`config.mk`:
```
export PLATFORM = sky130hd
export DESIGN_NAME = wait_event_multi
export DESIGN_NICKNAME = d
export VERILOG_FILES = /design/src/rtl/wait_event_multi_pkg.sv /design/src/rtl/wait_event_multi_edge_det.sv /design/src/rtl/wait_event_multi.sv
export SDC_FILE = /design/constraint.sdc
export NUM_CORES = 1
export LEC_CHECK = 0
export ABC_AREA = 1
export BUFFER_PORTS_ARGS = -buffer_cell sky130_fd_sc_hd__buf_4
export CORE_MARGIN = 3
export CORE_UTILIZATION = 56
export DETAILED_ROUTE_END_ITERATION = 16
export PLACE_DENSITY = 0.77
export SYNTH_ARGS = -nofsm -noshare
export SYNTH_HDL_FRONTEND = slang
export SYNTH_SLANG_ARGS = --single-unit
export TNS_END_PERCENT = 5
```
`constraint.sdc`:
```
create_clock -name clk -period 5.3 [get_ports clk]
set_clock_uncertainty 0.05 [all_clocks]
set_input_delay 0.265 -clock clk [delete_from_list [all_inputs] [get_ports clk]]
set_output_delay 0.265 -clock clk [all_outputs]
set_load 0.005 [all_outputs]
```
`src/rtl/wait_event_multi_pkg.sv`:
```
// Shared types and constants for the multi-channel wait-event block.
package wait_event_multi_pkg;

  typedef enum logic [2:0] {
    MODE_RISE     = 3'd0,
    MODE_FALL     = 3'd1,
    MODE_HIGH     = 3'd2,
    MODE_LOW      = 3'd3,
    MODE_ANY_EDGE = 3'd4
  } wem_mode_e;

  typedef enum logic [1:0] {
    ST_OK      = 2'd0,
    ST_TIMEOUT = 2'd1,
    ST_ABORT   = 2'd2,
    ST_ERROR   = 2'd3
  } wem_status_e;

  typedef enum logic [1:0] {
    S_IDLE = 2'd0,
    S_WAIT = 2'd1,
    S_RESP = 2'd2
  } wem_state_e;

  localparam logic [2:0] WEM_MODE_MAX = 3'd4;

endpackage

```
`src/rtl/wait_event_multi_edge_det.sv`:
```
// Per-channel sample/prev registers and mode-match evaluation.
// Optional 2-flop input synchroniser: WAIT_EVENT_MULTI_SYNC_EN.
module wait_event_edge_det
  import wait_event_multi_pkg::*;
#(
  parameter int WAIT_SIZE = 16
) (
  input  logic                 clk,
  input  logic                 rst_n,
  input  logic [WAIT_SIZE-1:0] wait_signals,
  input  wem_mode_e            mode,
  output logic [WAIT_SIZE-1:0] match_vec
);

  logic [WAIT_SIZE-1:0] s;
  logic [WAIT_SIZE-1:0] p;

`ifdef WAIT_EVENT_MULTI_SYNC_EN
  logic [WAIT_SIZE-1:0] sync1;
  logic [WAIT_SIZE-1:0] sync2;

  always_ff @(posedge clk or negedge rst_n) begin
    if (!rst_n) begin
      sync1 <= '0;
      sync2 <= '0;
    end else begin
      sync1 <= wait_signals;
      sync2 <= sync1;
    end
  end

  assign s = sync2;
`else
  assign s = wait_signals;
`endif

  always_ff @(posedge clk or negedge rst_n) begin
    if (!rst_n) p <= '0;
    else        p <= s;
  end

  always_comb begin
    match_vec = '0;
    for (int unsigned i = 0; i < WAIT_SIZE; i++) begin
      case (mode)
        MODE_RISE:     match_vec[i] =  s[i] & ~p[i];
        MODE_FALL:     match_vec[i] = ~s[i] &  p[i];
        MODE_HIGH:     match_vec[i] =  s[i];
        MODE_LOW:      match_vec[i] = ~s[i];
        MODE_ANY_EDGE: match_vec[i] =  s[i] ^  p[i];
        default:       match_vec[i] = 1'b0;
      endcase
    end
  end

endmodule

```
`src/rtl/wait_event_multi.sv`:
```
// Wait-event engine: one command at a time, reports match/timeout/abort/error.
// Build option WAIT_EVENT_MULTI_SYNC_EN adds input synchronisers in the edge detector.
module wait_event_multi
  import wait_event_multi_pkg::*;
#(
  parameter int WAIT_SIZE     = 16,
  parameter int TIMEOUT_WIDTH = 32,
  parameter int SEL_WIDTH     = (WAIT_SIZE > 1) ? $clog2(WAIT_SIZE) : 1
) (
  input  logic                     clk,
  input  logic                     rst_n,
  input  logic [WAIT_SIZE-1:0]     wait_signals,
  input  logic                     cmd_valid,
  output logic                     cmd_ready,
  input  logic [SEL_WIDTH-1:0]     cmd_sel,
  input  logic [2:0]               cmd_mode,
  input  logic [TIMEOUT_WIDTH-1:0] cmd_timeout,
  input  logic                     abort,
  output logic                     rsp_valid,
  input  logic                     rsp_ready,
  output logic [1:0]               rsp_status,
  output logic [TIMEOUT_WIDTH-1:0] rsp_cycles,
  output logic                     busy
);

  wem_state_e               state, state_n;
  logic [SEL_WIDTH-1:0]     sel_q, sel_n;
  logic [2:0]               mode_q, mode_n;
  logic [TIMEOUT_WIDTH-1:0] timeout_q, timeout_n;
  logic [TIMEOUT_WIDTH-1:0] cnt, cnt_n, cnt_inc;
  wem_status_e              status_q, status_n;
  logic [TIMEOUT_WIDTH-1:0] cycles_q, cycles_n;
  logic                     init_q;
  logic [WAIT_SIZE-1:0]     match_vec;
  logic                     match;
  logic                     cmd_bad;

  wait_event_edge_det #(
    .WAIT_SIZE (WAIT_SIZE)
  ) u_edge_det (
    .clk          (clk),
    .rst_n        (rst_n),
    .wait_signals (wait_signals),
    .mode         (wem_mode_e'(mode_q)),
    .match_vec    (match_vec)
  );

  // Loop-based select keeps out-of-range selectors safe for any SEL_WIDTH.
  always_comb begin
    match = 1'b0;
    for (int unsigned i = 0; i < WAIT_SIZE; i++) begin
      if (SEL_WIDTH'(i) == sel_q) match = match_vec[i];
    end
  end

  assign cnt_inc   = (cnt == '1) ? cnt : cnt + 1'b1;
  assign cmd_bad   = (32'(cmd_sel) >= 32'(WAIT_SIZE)) || (cmd_mode > WEM_MODE_MAX);
  assign cmd_ready = init_q && (state == S_IDLE);
  assign rsp_valid = (state == S_RESP);
  assign busy      = (state != S_IDLE);
  assign rsp_status = status_q;
  assign rsp_cycles = cycles_q;

  always_comb begin
    state_n   = state;
    sel_n     = sel_q;
    mode_n    = mode_q;
    timeout_n = timeout_q;
    cnt_n     = cnt;
    status_n  = status_q;
    cycles_n  = cycles_q;
    case (state)
      S_IDLE: begin
        if (cmd_valid && cmd_ready) begin
          sel_n     = cmd_sel;
          mode_n    = cmd_mode;
          timeout_n = cmd_timeout;
          cnt_n     = '0;
          if (cmd_bad) begin
            state_n  = S_RESP;
            status_n = ST_ERROR;
            cycles_n = '0;
          end else begin
            state_n = S_WAIT;
          end
        end
      end
      S_WAIT: begin
        cnt_n = cnt_inc;
        if (abort) begin
          state_n  = S_RESP;
          status_n = ST_ABORT;
          cycles_n = cnt_inc;
        end else if (match) begin
          state_n  = S_RESP;
          status_n = ST_OK;
          cycles_n = cnt_inc;
        end else if ((timeout_q != '0) && (cnt_inc == timeout_q)) begin
          state_n  = S_RESP;
          status_n = ST_TIMEOUT;
          cycles_n = cnt_inc;
        end
      end
      S_RESP: begin
        if (rsp_ready) state_n = S_IDLE;
      end
      default: state_n = S_IDLE;
    endcase
  end

  always_ff @(posedge clk or negedge rst_n) begin
    if (!rst_n) begin
      state     <= S_IDLE;
      sel_q     <= '0;
      mode_q    <= '0;
      timeout_q <= '0;
      cnt       <= '0;
      status_q  <= ST_OK;
      cycles_q  <= '0;
      init_q    <= 1'b0;
    end else begin
      state     <= state_n;
      sel_q     <= sel_n;
      mode_q    <= mode_n;
      timeout_q <= timeout_n;
      cnt       <= cnt_n;
      status_q  <= status_n;
      cycles_q  <= cycles_n;
      init_q    <= 1'b1;
    end
  end

endmodule

```
==> results.cfg <==
[status]
outcome = complete, no violations

[cells_and_area]
final_cell_count_no_fill = 1384
syn_to_final_growth_pct = 19.91
fillers = 1181
diodes = 0
seq_area_um2 = 3103
final_core_utilization = 0.6939
nNetsFinal = 1290
drive_gt1_frac = 0.1267
multi_input_area_um2 = 3854

[synth]
synth_top_cell_by_area = dfrtp_1
postSynthCellCount = 1098
yosys.cell_count.top_type = nand2_1
synth_seq_cells = 124
synth_ff_type = dfrtp_1
synth_edf_count = 0
yosysWarnings = 0
syn_nets = 1191
netlist.area_leader.share = 0.4017
synth.top_cells.by_count = nand2_1 (351), inv_1 (150), dfrtp_1 (124)
synthArstFlopShare = 1.000
avgSynthCellArea_um2 = 7.035
synth_seq_area_share = 0.4017
syn-cell-area_um2 = 7725
synth_area_leaders = dfrtp_1 (40%), nand2_1 (17%), inv_1 (7.3%)
ys_types = 32

[setup_path]
worst_setup_path_startpoint = cnt[0]
r2r_start = cnt[0]
r2r_setup_slack_ns = 1.04
endpoint_kind = register
cp_max_fo = 36
crit_arrival_ns = 4.51
critPathKind = reg -> reg
cp.required_ns = 5.55
r2r_end = rsp_cycles[3]
critPathLaunchType = register
r2r_cells = 20

[drt]
vias = 7438
drc = 0
drt_iter0_drc = 814
wl_per_cell_um = 15.46
via_per_inst = 5.374
detail_route.first_pass.iterations = 6
postRouteAntennaNets = 0
wirelength_mm = 21.40

[timing]
slew_violations = 0
finalCriticalPeriod_ns = 4.260
finalHoldViolCount = 0
tightest_slew_ns = 0.9616
tns_ns = 0
fmax_mhz = 234.7
slew_headroom = 0.3574
rsz0062_at_grt = no
setup_ws_ns = 1.040
finalCritPeriodShare = 0.8038
finalSetupViolations = 0

[worst_hold_path]
hold_start = cmd_timeout[12]
holdPathStages = 2
hold_path.class = in -> reg
worstHoldEndpoint = timeout_q[12]

[placed_design]
place_congestion = 0.9860
preCtsSetupSlack_ns = 1.096
portBuffers = 96
hpwlAfterDp_mm = 15.81
dp_cells = 1337

[pwr]
vdd_ir_drop_max_mv = 0.2988
p_per_area_nw_per_um2 = 386.8
p_total_uw = 3583
leakage_uw = 0.005065

[floorplanning]
ios = 97
start_util = 0.5787
rows = 42
die_height_um = 123.5
fp.dieW_um = 123.5
fp.dieArea_um2 = 15240
core_um2 = 13350

[clocking]
worstSkewPairLatency_ns = 0.42
cts_max_level = 4
cts_tree = yes
cts-root-buf = clkbuf_16
path_clk_slew_ns = 0.06
cts.sinks = 124
cts_buffer_depth = 2
cts_made_buffers = 17
cts.repair.resized = 0

[flow_run]
cap_viol_max_count = 0

[grt]
grt_usage = 0.2915
antenna_found_initial = 0
first_global_vias = 6624
grt_overflow = 0
grt_max_degree = 78
grt_pass1_wl_mm = 34.04
[critical path, stage by stage (launching register included)]
cell and delay (ns):
dfrtp_1 0.44, ha_1 0.31, nand3_2 0.15, inv_2 0.06
nand2_2 0.10, nor2_4 0.06, nand2_1 0.69, buf_4 0.40
nand2_1 0.12, nand2_1 0.07, nand2_1 0.04, nor2_1 0.10
nand2_1 0.06, nor2_1 0.14, nand3_1 0.09, nor2_1 0.14
nor2_1 0.09, nand3_4 0.34, nand3_4 0.39, nand2_1 0.18
nand2_1 0.09
[layer usage]
layer  up-vias  global-route usage  wire [µm]
met2       323              0.3874       8751
li1       3715                   -          -
met4         0             0.08858        374
met5         -                   0          0
met1      3371              0.4592      10310
met3        29             0.07457       1965
[worst max path at each step]
stage	to	slack [ns]	cells past startpoint
final	rsp_cycles[3]	1.04	20
after global routing	rsp_cycles[3]	0.59	19
after CTS	rsp_cycles[3]	1.04	20
after detailed placement	rsp_cycles[7]	1.10	20
after global placement	rsp_status[0]	1.19	20
after floorplan	rsp_cycles[2]	2.59	21
[sequential cells by signal (all words and copies together), names as in the netlist]
name / cells
rsp_cycles: 32
mode_q: 3
timeout_q: 32
init_q: 1
u_edge_det.p: 16
rsp_status: 2
state: 2
cnt: 32
sel_q: 4
[placed cells by master (no fill, tap or decap), drive strengths merged]
cell / netlist / layout
nor3: 22 / 22
buf: 20 / 103
nand3b: 5 / 5
a21oi: 35 / 35
a211oi: 5 / 5
bufinv: 0 / 1
nor2: 113 / 113
clkinv: 0 / 2
inv: 154 / 154
nor4: 7 / 7
nand3: 78 / 78
a221oi: 2 / 2
dlygate4sd3: 0 / 17
nand4: 50 / 50
or2: 1 / 1
xor2: 12 / 12
o21ai: 40 / 40
o22ai: 14 / 14
conb: 1 / 1
o41ai: 1 / 1
nand2: 352 / 352
mux2: 8 / 8
xnor2: 1 / 1
dfrtp: 124 / 124
clkinvlp: 0 / 2
ha: 33 / 33
clkbuf: 20 / 25
[power breakdown]
group | leakage [µW] | total [µW] | internal (µW) | switching [µW]
Clock | 0.000271 | 1120 | 701 | 415
Sequential | 0.00158 | 1310 | 1130 | 182
Combinational | 0.00322 | 1160 | 396 | 761
[cells by family (layout without fill, tap and decap cells)]
kind of cell,after synthesis,in the layout,share of synthesized area
XOR/XNOR,13,13,0.01474
multiplexers,8,8,0.01166
adder cells (fa/ha/maj),33,33,0.05345
buffers and inverters,194,304,0.1001
AO/OA/AOI/OAI,97,97,0.06819
AND/OR/NAND/NOR,628,628,0.3497
other,1,1,0.0004854
flip-flops,124,124,0.4017
[what timing repair did]
| action | CTS | global route |
|---|---|---|
| hold buffers | 17 | 0 |
| hold endpoints to repair | 73 | 0 |
| setup buffers | 0 | 0 |
[per-stage QoR]
step | hold slack (ns) | area [µm²]
floorplan | -0.08059 | 7725
global placement | 0.3129 | 8528
detailed placement | 0.3142 | 8528
CTS | 0.01530 | 9263
global route | 0.01451 | 9263
finish | 0.02245 | 9263
[area by class of cell]
| cell class | count | area share |
|---|---|---|
| clock inverters | 5 | 0.006349 |
| multi-input cells | 780 | 0.4160 |
| well taps | 176 | 0.02377 |
| inverters | 154 | 0.06241 |
| clock buffers | 25 | 0.05457 |
| flip-flops and latches | 124 | 0.3350 |
| repair buffers | 120 | 0.1019 |
(Power assumes the default switching activity.)
